==> config.mk <==
export PLATFORM = sky130hd
export DESIGN_NAME = sync_fifo
export DESIGN_NICKNAME = d
export VERILOG_FILES = /design/src/rtl/sync_fifo.sv
export SDC_FILE = /design/constraint.sdc
export NUM_CORES = 1
export LEC_CHECK = 0
export ABC_AREA = 1
export ABC_CLOCK_PERIOD_IN_PS = 4100
export BUFFER_PORTS_ARGS = -buffer_cell sky130_fd_sc_hd__clkbuf_2
export CORE_ASPECT_RATIO = 1.4
export CORE_MARGIN = 4
export CORE_UTILIZATION = 60
export DETAILED_ROUTE_END_ITERATION = 12
export GPL_TIMING_DRIVEN = 0
export PLACE_DENSITY = 0.88
export SETUP_SLACK_MARGIN = 0.5
export SYNTH_ARGS = -nofsm -noshare
export SYNTH_HDL_FRONTEND = slang
export SYNTH_SLANG_ARGS = --single-unit
==> constraint.sdc <==
create_clock -name clk -period 4.1 [get_ports clk]
set_clock_uncertainty 0.1 [all_clocks]
set_input_delay 0.41 -clock clk [delete_from_list [all_inputs] [get_ports clk]]
set_output_delay 0.41 -clock clk [all_outputs]
set_load 0.005 [all_outputs]
==> src/rtl/sync_fifo.sv <==
`default_nettype none
// ============================================================================
//  Module   : sync_fifo
//  Purpose  : Single-clock first-in-first-out buffer with a registered read
//             port and full/empty status flags. Depth may be any positive
//             integer; pointers wrap by explicit compare, not by truncation.
//  Ports    : clk      - clock, all state updates on the rising edge
//             reset    - synchronous, active-high reset
//             data_in  - write data, captured when a push is accepted
//             push     - write request (level-sensitive, one op per edge)
//             pop      - read request  (level-sensitive, one op per edge)
//             data_out - registered read data, holds last popped word
//             empty    - FIFO holds zero entries
//             full     - FIFO holds FIFO_DEPTH entries
//  Revision : 1.0 - initial release
// ============================================================================
module sync_fifo #(
  parameter int FIFO_DEPTH = 5,
  parameter int FIFO_WIDTH = 8
) (
  input  logic                  clk,
  input  logic                  reset,
  input  logic [FIFO_WIDTH-1:0] data_in,
  input  logic                  push,
  input  logic                  pop,
  output logic [FIFO_WIDTH-1:0] data_out,
  output logic                  empty,
  output logic                  full
);

  // A depth of 1 still needs a one-bit pointer to index the array.
  localparam int PTR_W = (FIFO_DEPTH > 1) ? $clog2(FIFO_DEPTH) : 1;
  localparam int CNT_W = $clog2(FIFO_DEPTH + 1);

  localparam logic [PTR_W-1:0] c_LAST_PTR = PTR_W'(FIFO_DEPTH - 1);
  localparam logic [CNT_W-1:0] c_FULL_CNT = CNT_W'(FIFO_DEPTH);

  logic [FIFO_WIDTH-1:0] r_mem [FIFO_DEPTH];
  logic [PTR_W-1:0]      r_wr_ptr;
  logic [PTR_W-1:0]      r_rd_ptr;
  logic [CNT_W-1:0]      r_count;
  logic [FIFO_WIDTH-1:0] r_data_out;

  logic                  w_empty;
  logic                  w_full;
  logic                  w_push_ok;
  logic                  w_pop_ok;
  logic [PTR_W-1:0]      w_wr_ptr_nxt;
  logic [PTR_W-1:0]      w_rd_ptr_nxt;

  // Flags come only from the registered occupancy count.
  assign w_empty = (r_count == '0);
  assign w_full  = (r_count == c_FULL_CNT);

  // A push while full is still accepted when a pop frees a slot on the same
  // edge. A pop while empty is ignored, so push+pop on empty never falls
  // through to data_out.
  assign w_push_ok = push & (~w_full | pop);
  assign w_pop_ok  = pop  & ~w_empty;

  assign w_wr_ptr_nxt = (r_wr_ptr == c_LAST_PTR) ? '0 : r_wr_ptr + 1'b1;
  assign w_rd_ptr_nxt = (r_rd_ptr == c_LAST_PTR) ? '0 : r_rd_ptr + 1'b1;

  // Storage array: not cleared on reset, written only on an accepted push.
  always_ff @(posedge clk) begin
    if (!reset && w_push_ok) begin
      r_mem[r_wr_ptr] <= data_in;
    end
  end

  always_ff @(posedge clk) begin
    if (reset) begin
      r_wr_ptr   <= '0;
      r_rd_ptr   <= '0;
      r_count    <= '0;
      r_data_out <= '0;
    end else begin
      if (w_push_ok) begin
        r_wr_ptr <= w_wr_ptr_nxt;
      end
      if (w_pop_ok) begin
        r_rd_ptr   <= w_rd_ptr_nxt;
        r_data_out <= r_mem[r_rd_ptr];
      end
      case ({w_push_ok, w_pop_ok})
        2'b10:   r_count <= r_count + 1'b1;
        2'b01:   r_count <= r_count - 1'b1;
        default: r_count <= r_count;
      endcase
    end
  end

  assign data_out = r_data_out;
  assign empty    = w_empty;
  assign full     = w_full;

endmodule
`default_nettype wire

Word-level counts from Yosys, hierarchy flattened
Memory sizes are Yosys's and may differ from the RTL's. A register that Yosys moved wholly into a read port is not among the register bits. Cells that the tools add are included.

Muxes and demuxes: 5. Shifts and indexed selects: 0. Div/mod/pow operators: 0. Add/subtract/negate cells: 4. Reductions and logical operators: 4. Order comparisons: 0. Eq/ne operators: 5. Bitwise gates (word level): 5. Multipliers: 0.

Operator list (number): adder 3 x 1 -> 3 bit (second input constant) (3); == test 3 bit (second input constant) (3); two-way mux 3 bit (2); one-hot mux 3 bit (2 select lines) (1); logical NOT 3 bit (1); subtractor 3 x 1 -> 3 bit (second input constant) (1); bitwise AND 1 bit (2); == test 2 x 1 -> 1 bit (second input constant) (1); == test 2 bit (second input constant) (1); two-way mux 1 bit (2); NOT 1 bit (2); nonzero test 2 bit (1); logical AND 1 bit (1); logical NOT 1 bit (1); OR 1 bit (1).

Memories: 1. Register bits: 9. Output and inout bits: 10. Latch bits: 0. Input bits: 12. Memory bits (read-only): 0. Logic and storage cells: 27. Bits in writable memories: 40.

Memory list: r_mem (words 5, bits a word 8, rd ports 1, clocked after Yosys merged registers in 1, wr ports 1, RTL line 38) `logic [FIFO_WIDTH-1:0] r_mem [FIFO_DEPTH];`.

Depth between registers and ports, before layout
Gate-level depths: netlist of run 1.

Depth after elaboration: 7. Mapped depth: 13. Mapped depth without buffers: 12.

Least setup slack after synthesis of run 1
No wires, ideal clock.

Path kind: reg2reg. Start point: register r_count[1]. End point: register r_count[2]. Data arrival time: 1.645 ns. Path buffers: 1. Clock period less this slack: 1.865 ns. Data required time: 3.881 ns. Library setup time: 0.119 ns. Path slack: 2.235 ns. Cell stages (with the launch flop): 13. Cells stage by stage: dfxtp_1 > inv_2 > nand3_2 > nand2_4 > buf_6 > inv_1 > ha_1 > inv_1 > fa_1 > nand2_1 > nand3_1 > o21ai_0 > a21oi_1.

Elaborated cells on any way between the ends: 13. Classes of those cells: add/sub (2); eq/ne (3); mux (1); bitwise (5); reduce/logical (2).

RTL lines: start: declaration (RTL line 41) `logic [CNT_W-1:0] r_count;`; start signal: assignment (RTL line 86) `2'b10: r_count <= r_count + 1'b1;`; start signal: assignment (RTL line 87) `2'b01: r_count <= r_count - 1'b1;`; start signal: assignment (RTL line 88) `default: r_count <= r_count;`; logical NOT 3 bit * (RTL line 52) `assign w_empty = (r_count == '0);`; NOT 1 bit * (RTL line 59) `assign w_pop_ok = pop & ~w_empty;`; bitwise AND 1 bit * (RTL line 59); via w_pop_ok (RTL line 47) `logic w_pop_ok;`; == test 2 x 1 -> 1 bit / == test 2 bit (equally long branches) (RTL line 85) `case ({w_push_ok, w_pop_ok})`; one-hot mux 3 bit (2 select lines) / nonzero test 2 bit (equally long branches).

Mark *: on every way through the listed nets, which the timed path passes. The rest lies on a longest branch. A chain may end at the register's enable or synchronous reset.

Worst setup path in the final report of run 1
Ends and elaborated chain as after synthesis.

==> flow_metrics.env, run 1 <==
export IMPL_status="completed"
export IMPL_path_clk_slew_ps=60
export IMPL_postCtsSetupRepairBufs=0
export IMPL_timing_slew_headroom_pct=46.0
export IMPL_p_total_mw=1.66
export IMPL_timing_hold_ws_ps=192
export IMPL_fin_tns_setup_ps=0
export IMPL_rsz0062_at_grt="no"
export IMPL_setup_viol=0
export IMPL_grt_pass1_wl_um=8020
export IMPL_internal_power_mw=1.15
export IMPL_p_leak_nw=1.28
export IMPL_dpl_hpwl_um=3270
export IMPL_muxShareOfSynthArea_pct=0
export IMPL_grt_ovfl_total=0
export IMPL_report_final_slew_viol_count=0
export IMPL_die_y_um=85.4
export IMPL_slowest_delay_ps=380
export IMPL_insertion_delay_ps=320
export IMPL_vias_per_cell=5.27
export IMPL_cts_path_max_buffers=2
export IMPL_critical_path_most_common_cell="inv_1"
export IMPL_yosys_area_share_adder_pct=3.22
export IMPL_drtAntennaViolNets=0
export IMPL_synth_xor_area_share_pct=0
export IMPL_port_buffers=21
export IMPL_drtPass1Iterations=4
export IMPL_hold_path_class="in2reg"
export IMPL_cts_tree="done"
export IMPL_gr_usage_met2_pct=33.6
export IMPL_yosys_cell_types_count=26
export IMPL_initial_utilization_pct=63.8
export IMPL_postSynthAreaPerCell_um2=10.1
export IMPL_critical_path_class="reg2reg"
export IMPL_pwr_share_clk_pct=29.9
export IMPL_min_period_ps=2020
export IMPL_gp_congestion=0.812
export IMPL_ys_seq_elements=57
export IMPL_crit_path_cell_trace="inv_2, nand3_2, nand2_4, buf_6, inv_1, ha_1, inv_1, fa_1, nand2_1, nand3_1, o21ai_0, a21oi_1"
export IMPL_fp_coreArea_mm2=0.00402
export IMPL_cts_resized=0
export IMPL_final_hold_violation_count=0
export IMPL_peakVddDrop_uv=378
export IMPL_synthCells=255
export IMPL_setup_slack_ps=2080
export IMPL_switching_share_pct=31.1
export IMPL_die_area_mm2=0.00540
export IMPL_seqPwrFrac_pct=42.0
export IMPL_place_inst=319
export IMPL_areaGrowthSynthToFinish_pct=13.6
export IMPL_worstPathRequired_ps=4220
export IMPL_drt_iter0_markers=89
export IMPL_crit_slowest_cell="dfxtp_1"
export IMPL_fin_crit_sh_pct=49.1
export IMPL_seq_area_frac_synth_pct=60.1
export IMPL_die_w_um=63.3
export IMPL_drcViolationCount=0
export IMPL_synthFlopType="edfxtp_1"
export IMPL_synth_fp_nets=273
export IMPL_power_density_mw_per_mm2=571
export IMPL_grt_met1_usage_pct=23.0
export IMPL_grt_usage_pct=19.6
export IMPL_cts_buffers_inserted=9
export IMPL_timing_reg2reg_setup_slack_ps=2080
export IMPL_synth_compound_gate_area_share_pct=6.34
export IMPL_root_buffer="clkbuf_8"
export IMPL_num_rows=27
export IMPL_drive_above_1_share_pct=25.7
export IMPL_startpoint_type="flop"
export IMPL_yosysWarnings=0
export IMPL_cts_sinks=57
export IMPL_grt_pass1_vias=1744
export IMPL_top_usage_layer="met2"
export IMPL_diodes=0
export IMPL_cp_end_kind="flop"
export IMPL_fin_cells=335
export IMPL_synth_async_reset_ratio_pct=0
export IMPL_synth_edf_count=40
export IMPL_arrival_ps=2130
export IMPL_final_net_count=305
export IMPL_worst_slew_pin_transition_ps=807
export IMPL_routedWlPerCell_um=13.8
export IMPL_grtUsageMet3_pct=3.58
export IMPL_grt_start_max_net_pins=11
export IMPL_drv_cap=0
export IMPL_io_pins=22
export IMPL_ctsHoldBuffers=0
export IMPL_cts_htree_levels=3
export IMPL_drt_total_wl_um=4620
export IMPL_max_freq_mhz=496
export IMPL_netSwitchingPower_mw=0.517
export IMPL_synth_simple_gate_area_share_pct=22.0
export IMPL_syn_area_mm2=0.00256
export IMPL_dp_slack_ps=1960
export IMPL_synth_top_family_by_area="simple AND/OR/NAND/NOR gates"
export IMPL_path_max_fanout=10
export IMPL_num_vias=1764
export IMPL_antenna_found_initial=0
export IMPL_combPwrFrac_pct=28.1
-- metal layers --
layer | vias up | share of wire (%)
met5 | - | 0
met4 | 0 | 2.6
met3 | 14 | 4.2
met2 | 47 | 53
met1 | 806 | 40
li1 | 897 | -
-- sequential cells by signal (all words and copies together) (netlist names) --
name      count
r_mem        40
r_wr_ptr      3
r_count       3
r_rd_ptr      3
data_out      8
-- through the flow --
step,area [um2],utilization (%)
after global routing,2910,72.5
after floorplan,2560,-
after detailed placement,2720,67.8
final,2910,72.5
after global placement,2720,67.8
after CTS,2910,72.5
-- cells in the mapped netlist (2+ instances only) --
cell | number | area [um2]
nor2_1 | 11 | 41.3
buf_6 | 3 | 33.8
nor2_2 | 9 | 56.3
o21ai_0 | 5 | 25.0
buf_8 | 2 | 30.0
a21oi_2 | 7 | 61.3
a21oi_1 | 8 | 40.0
nand3_1 | 26 | 130
inv_2 | 3 | 11.3
a21boi_0 | 2 | 15.0
ha_1 | 5 | 62.6
buf_2 | 3 | 15.0
inv_1 | 30 | 113
nand2_1 | 66 | 248
nand2_2 | 9 | 56.3
edfxtp_1 | 40 | 1200
dfxtp_1 | 17 | 340
-- worst max-delay path: cells and delay by family, from the launching register on --
family | cells | cell delay (ps)
buffers and inverters | 4 | 350
flip-flops | 1 | 380
adder cells (fa/ha/maj) | 2 | 540
AND/OR/NAND/NOR | 4 | 350
AO/OA/AOI/OAI | 2 | 200
-- path summary, 6_finish.rpt --
check	endpoint	depth (start not counted)	from
setup / recovery	r_count[2]	12	r_count[1]
hold / removal	r_rd_ptr[0]	2	reset
setup reg to reg	r_count[2]	12	r_count[1]
hold reg to reg	r_count[2]	2	r_count[2]
-- power by group through the flow --
| stage | sequential, mW | clock [mW] | combinational [mW] |
|---|---|---|---|
| 2_1_floorplan | 0.710 | 0 | 0.348 |
| 3_3_place_gp | 0.709 | 0 | 0.453 |
| 3_5_place_dp | 0.711 | 0 | 0.469 |
| 4_1_cts | 0.699 | 0.506 | 0.472 |
| 5_1_grt | 0.707 | 0.539 | 0.526 |
| 6_report | 0.698 | 0.497 | 0.467 |
-- cell families (layout without fill, tap and decap cells) --
family                     count (synthesis)  after routing
AOI/OAI and AO/OA                         25             25
adders and majority gates                  6              6
buffers and inverters                     43             80
DFF                                       57             57
and+or+nand+nor                          124            124
-- final cells by class --
class / count / area, um2
Timing Repair Buffer: 21 / 105
Buffer: 8 / 78.8
Tap cell: 43 / 53.8
Clock inverter: 4 / 43.8
Clock buffer: 12 / 145
Sequential cell: 57 / 1540
Fill cell: 284 / 1110
Inverter: 35 / 136
Multi-Input combinational cell: 155 / 808
-- cells in the final DEF (no fill, tap or decap), types with 5 or more instances in the layout --
cell and n:
clkbuf_2 21, a21oi_1 8, nand3_1 26, nand2_2 9
a21oi_2 7, o21ai_0 5, nor2_2 9, edfxtp_1 40
ha_1 5, dfxtp_1 17, inv_1 30, nand2_1 66
clkbuf_8 10, nor2_1 11
Power figures use the tool's default switching activity.
==> inputs of run 2 (changes only) <==
- ABC_CLOCK_PERIOD_IN_PS: 4100 -> 2100
- CORE_UTILIZATION: 60 -> 58
- PLACE_DENSITY: 0.88 -> 0.86
- clock period: 4.1 -> 2.1 ns (I/O delays scaled with it)
==> run 2 against run 1 <==
Against the previous run:
- first-iteration DRC count rose by 29%
- highest routed layer unchanged
- routed wire length rose by 31%
- sequential power rose by 100%
- count of clock-buffer cells in the layout did not move
- hold slack got worse by 170 ps
- global-route usage rose by 2.0 points
- critical endpoint unchanged
- non-clock buffer count rose by 24
- core utilization rose by 5.2 points
- largest power group unchanged
- worst setup slack got worse by 1900 ps
==> flow_metrics.env, run 2 (synthesized netlist as in run 1, its figures left out) <==
export IMPL_n_fill_cell=254
export IMPL_die_y_um=86.7
export IMPL_cp_end_kind="flop"
export IMPL_grt_pass1_vias=1864
export IMPL_drtAntennaViolNets=0
export IMPL_grt_start_max_net_pins=11
export IMPL_p_leak_nw=1.42
export IMPL_max_freq_mhz=534
export IMPL_vias_per_cell=5.35
export IMPL_root_buffer="clkbuf_8"
export IMPL_reg2reg_depth=12
export IMPL_num_rows=28
export IMPL_drv_cap=0
export IMPL_gp_congestion=0.782
export IMPL_status="completed"
export IMPL_netSwitchingPower_mw=1.17
export IMPL_insertion_delay_ps=320
export IMPL_fp_coreArea_mm2=0.00424
export IMPL_crit_start="r_count[0]"
export IMPL_startpoint_type="flop"
export IMPL_fin_tns_setup_ps=0
export IMPL_cts_buffers_inserted=9
export IMPL_cp_num_buf_inv=4
export IMPL_cts_path_max_buffers=2
export IMPL_setup_viol=0
export IMPL_cts_tree="done"
export IMPL_combPwrFrac_pct=34.4
export IMPL_r2r_start="r_count[0]"
export IMPL_cts_sinks=57
export IMPL_port_buffers=21
export IMPL_fin_crit_sh_pct=89.1
export IMPL_dpl_hpwl_um=3470
export IMPL_seqPwrFrac_pct=39.3
export IMPL_report_final_slew_viol_count=0
export IMPL_path_max_fanout=4
export IMPL_dp_slack_ps=78.6
export IMPL_drt_iter0_markers=115
export IMPL_final_hold_violation_count=0
export IMPL_post_route_util_pct=77.6
export IMPL_routedWlPerCell_um=16.1
export IMPL_min_from="data_in[6]"
export IMPL_slowest_delay_ps=380
export IMPL_whs_endpoint="r_mem[2][6]"
export IMPL_worst_slew_pin_transition_ps=320
export IMPL_peakVddDrop_uv=760
export IMPL_timing_slew_headroom_pct=78.5
export IMPL_largest_reg_flops=40
export IMPL_power_density_mw_per_mm2=1080
export IMPL_grt_ovfl_total=0
export IMPL_areaGrowthSynthToFinish_pct=28.3
export IMPL_drtPass1Iterations=9
export IMPL_timing_rr_end="r_count[2]"
export IMPL_io_pins=22
export IMPL_critical_path_top_delay_family="adder cells"
export IMPL_switching_share_pct=33.1
export IMPL_grt_pass1_wl_um=8690
export IMPL_grt_usage_pct=21.6
export IMPL_hold_path_class="in2reg"
export IMPL_layout_commonest_cell="nand2_1"
export IMPL_critical_path_most_common_cell="inv_6"
export IMPL_drt_total_wl_um=6070
export IMPL_cts_htree_levels=3
export IMPL_die_area_mm2=0.00557
export IMPL_diodes=0
export IMPL_rsz0062_at_grt="yes"
export IMPL_worstPathRequired_ps=2210
export IMPL_largest_register="r_mem"
export IMPL_internal_power_mw=2.37
export IMPL_arrival_ps=1980
export IMPL_crit_slowest_cell="dfxtp_4"
export IMPL_final_net_count=329
export IMPL_min_period_ps=1870
export IMPL_layout_common_cells="nand2_1 (62), edfxtp_1 (40), inv_1 (27)"
export IMPL_path_clk_slew_ps=60
export IMPL_die_w_um=64.2
export IMPL_initial_utilization_pct=60.5
export IMPL_crit_path_cell_trace="inv_6, nand3_4, nand2_4, buf_12, inv_6, ha_4, inv_2, fa_2, nand2_1, nand3_2, o21ai_2, a21oi_1"
export IMPL_hold_path_depth=1
export IMPL_timing_reg2reg_setup_slack_ps=230
export IMPL_antenna_found_initial=0
export IMPL_setup_slack_ps=229
export IMPL_drcViolationCount=0
export IMPL_p_total_mw=3.55
export IMPL_fin_cells=376
export IMPL_critical_path_class="reg2reg"
export IMPL_pwr_share_clk_pct=26.3
export IMPL_num_vias=2011
export IMPL_drive_above_1_share_pct=36.4
export IMPL_place_inst=336
## run 2: cell types whose count changed in the layout (fill, tap and decap cells not counted), moves of 4 or more
| cell | previous run | this run |
|---|---|---|
| dlygate4sd3_1 | 0 | 5 |
| nand2_1 | 66 | 62 |
| nor2_1 | 11 | 5 |
| nor2_4 | 0 | 7 |
| buf_4 | 0 | 17 |
## run 2: timing repair
item / CTS / global route
pin swaps: 7 / 7
endpoints found under the setup margin: 43 / 47
buffers inserted: 10 / 9
hold buffers: 5 / 0
gates cloned: 0 / 0
gates resized for setup: 15 / 21
endpoints found under the hold margin: 16 / 0
## run 2: worst register-to-register path: stages, from the launching register on
cell	delay [ps]
dfxtp_4	380
inv_6	50
nand3_4	90
nand2_4	60
buf_12	130
inv_6	40
ha_4	130
inv_2	50
fa_2	350
nand2_1	110
nand3_2	100
o21ai_2	130
a21oi_1	60
## run 2: how the worst max path moves through the flow
| stage | endpoint | cells after the start |
|---|---|---|
| floorplan | r_count[2] | 12 |
| global placement | r_mem[0][3] | 7 |
| detailed placement | r_mem[0][4] | 7 |
| CTS | r_count[2] | 11 |
| global route | r_count[2] | 13 |
| finish | r_count[2] | 12 |
## run 2: routing by layer
metal	track usage [%]	vias up	share of wire, %
met1	22.6	948	35
li1	-	943	-
met3	5.84	22	6.3
met4	15.2	0	3.2
met2	37.3	98	55
met5	0	-	0
## run 2: per-stage QoR
| stage | hold slack, ps | instance area, um2 |
|---|---|---|
| 6_report | 22.4 | 3290 |
| 3_5_place_dp | 347 | 2770 |
| 4_1_cts | 2.19 | 3140 |
| 2_1_floorplan | 177 | 2590 |
| 5_1_grt | 14.8 | 3290 |
| 3_3_place_gp | 341 | 2770 |
## run 2: power by group through the flow
| stage | Combinational, mW | Clock [mW] | Sequential, mW |
|---|---|---|---|
| 2_1_floorplan | 0.707 | 0 | 1.39 |
| 3_3_place_gp | 0.918 | 0 | 1.39 |
| 3_5_place_dp | 0.958 | 0 | 1.39 |
| 4_1_cts | 1.08 | 0.953 | 1.37 |
| 5_1_grt | 1.31 | 0.996 | 1.41 |
| 6_report | 1.22 | 0.933 | 1.40 |
## run 2: final cells by class
class / instances / area [um2] / area share [%]
repair buffers: 45 / 323 / 9.81
inverters: 35 / 149 / 4.52
flip-flops and latches: 57 / 1550 / 47.2
well taps: 60 / 75.1 / 2.28
clock buffers: 12 / 135 / 4.11
plain buffers: 8 / 90.1 / 2.74
multi-input cells: 155 / 922 / 28.0
clock inverters: 4 / 43.8 / 1.33
==> inputs of run 3 (changes only) <==
--- a/config.mk
+++ b/config.mk
@@ -12,6 +12,6 @@
 export CORE_MARGIN = 4
-export CORE_UTILIZATION = 58
+export CORE_UTILIZATION = 35
 export DETAILED_ROUTE_END_ITERATION = 12
 export GPL_TIMING_DRIVEN = 0
-export PLACE_DENSITY = 0.86
+export PLACE_DENSITY = 0.6
 export SETUP_SLACK_MARGIN = 0.5
--- a/constraint.sdc
+++ b/constraint.sdc
@@ -4,2 +4,2 @@
 set_output_delay 0.21 -clock clk [all_outputs]
-set_load 0.005 [all_outputs]
+set_load 0.01 [all_outputs]
==> run 3 against run 2 <==
Against the previous run:
- core utilization is 31 points lower
- via count decreased by 14%
- largest power group unchanged
- sequential share of layout area is 0.58 points higher
- power fell by 4.6%
- design area down 1.4%
- worst setup slack gained 50 ps
- sequential cell count unchanged
- combinational power decreased by 7%
- global-route usage decreased by 8.3 points
- first-iteration DRC count decreased by 42%
- critical path depth is the same
- clock power is 8.3% lower
==> flow_metrics.env, run 3 (synthesized netlist as in run 1, its figures left out) <==
export IMPL_num_rows=36
export IMPL_path_clk_slew_ps=70
export IMPL_drv_cap=0
export IMPL_largest_register="r_mem"
export IMPL_drtPass1Iterations=4
export IMPL_report_final_slew_viol_count=0
export IMPL_crit_start="r_count[2]"
export IMPL_insertion_delay_ps=330
export IMPL_fp_coreArea_mm2=0.00703
export IMPL_fin_tns_setup_ps=0
export IMPL_initial_utilization_pct=36.5
export IMPL_diodes=0
export IMPL_p_leak_nw=1.37
export IMPL_grt_pass1_vias=1737
export IMPL_cts_buffers_inserted=9
export IMPL_layout_common_cells="nand2_1 (61), edfxtp_1 (40), inv_1 (27)"
export IMPL_drt_total_wl_um=5130
export IMPL_gp_congestion=0.761
export IMPL_crit_path_cell_trace="inv_2, nand3_4, nand2_4, buf_12, inv_4, ha_4, inv_2, fa_2, nand2_2, nand3_4, o21ai_2, a21oi_2"
export IMPL_status="completed"
export IMPL_timing_reg2reg_setup_slack_ps=280
export IMPL_antenna_found_initial=0
export IMPL_grt_ovfl_total=0
export IMPL_endpoint="r_count[2]"
export IMPL_rsz0062_at_grt="yes"
export IMPL_timing_rr_end="r_count[2]"
export IMPL_min_period_ps=1820
export IMPL_drtAntennaViolNets=0
export IMPL_port_buffers=21
export IMPL_peakVddDrop_uv=503
export IMPL_dpl_hpwl_um=3440
export IMPL_cp_end_kind="flop"
export IMPL_place_inst=371
export IMPL_fin_cells=401
export IMPL_die_y_um=109
export IMPL_startpoint_type="flop"
export IMPL_power_density_mw_per_mm2=1040
export IMPL_areaGrowthSynthToFinish_pct=26.4
export IMPL_reg2reg_depth=12
export IMPL_drive_above_1_share_pct=35.9
export IMPL_hold_path_class="in2reg"
export IMPL_die_area_mm2=0.00878
export IMPL_grt_pass1_wl_um=8540
export IMPL_worst_slew_pin_transition_ps=335
export IMPL_layout_commonest_cell="nand2_1"
export IMPL_num_vias=1727
export IMPL_cts_tree="done"
export IMPL_routedWlPerCell_um=12.8
export IMPL_root_buffer="clkbuf_8"
export IMPL_timing_slew_headroom_pct=77.5
export IMPL_final_net_count=319
export IMPL_fin_crit_sh_pct=86.7
export IMPL_setup_viol=0
export IMPL_slowest_delay_ps=340
export IMPL_critical_path_class="reg2reg"
export IMPL_arrival_ps=1940
export IMPL_largest_reg_flops=40
export IMPL_io_pins=22
export IMPL_worstPathRequired_ps=2220
export IMPL_die_w_um=80.4
export IMPL_drcViolationCount=0
export IMPL_path_max_fanout=3
export IMPL_vias_per_cell=4.31
export IMPL_grt_usage_pct=13.4
export IMPL_drt_iter0_markers=67
export IMPL_cts_sinks=57
export IMPL_crit_slowest_cell="dfxtp_2"
export IMPL_grt_start_max_net_pins=11
export IMPL_cts_path_max_buffers=2
export IMPL_max_freq_mhz=549
export IMPL_final_hold_violation_count=0
export IMPL_r2r_start="r_count[2]"
export IMPL_cts_htree_levels=3
run 3: critical path: cells and delay by family, from the launching register on:
kind | cells | cell delay (ps)
fa+ha+maj | 2 | 470
compound gates | 2 | 190
flops | 1 | 340
buf+inv | 4 | 260
simple gates | 4 | 340
run 3: power breakdown:
part           switching [mW]  internal, mW
clock network           0.406         0.450
logic                   0.655         0.483
registers              0.0698          1.32
run 3: repair_timing:
action | in CTS | in global routing
gates cloned | 0 | 0
pin swaps | 9 | 8
buffers inserted | 10 | 2
resized for setup | 17 | 14
setup endpoints to repair | 43 | 43
hold buffers | 2 | 0
endpoints found under the hold margin | 7 | 0
run 3: layer usage:
metal  global-route usage (%)  share of wire (%)  up-vias
met3                     4.02                3.1        5
met4                     6.88                1.7        0
met5                        0                  0        -
met1                     15.4                 43      781
met2                     22.3                 52       21
li1                         -                  -      920
run 3: area by class of cell:
type | instances | area, um2
clock buffer | 12 | 145
tap | 95 | 119
clock inverter | 4 | 18.8
inverter | 35 | 141
multi-input combinational | 155 | 923
timing repair buffer | 35 | 253
sequential | 57 | 1550
buffer | 8 | 93.8
fill | 677 | 3780
run 3: worst min path at each step:
stage	startpoint	to	slack [ps]	depth (start not counted)
finish	data_in[0]	r_mem[0][0]	20	1
global route	data_in[3]	r_mem[2][3]	10	1
CTS	data_in[3]	r_mem[2][3]	4	1
detailed placement	reset	r_rd_ptr[0]	330	2
global placement	reset	r_rd_ptr[0]	330	2
floorplan	reset	r_rd_ptr[0]	180	1
run 3: stage by stage:
| stage | worst slack, ps | hold slack (ps) | utilization (%) | instance area [um2] | total power, mW |
|---|---|---|---|---|---|
| 6_report | 279 | 20.2 | 46.2 | 3240 | 3.38 |
| 5_1_grt | 178 | 9.91 | 46.2 | 3240 | 3.62 |
| 4_1_cts | 336 | 4.15 | 45.1 | 3170 | 3.40 |
| 3_5_place_dp | 124 | 330 | 40.2 | 2830 | 2.39 |
| 3_3_place_gp | 130 | 330 | 40.2 | 2830 | 2.36 |
| 2_1_floorplan | 356 | 177 | - | 2600 | 2.13 |
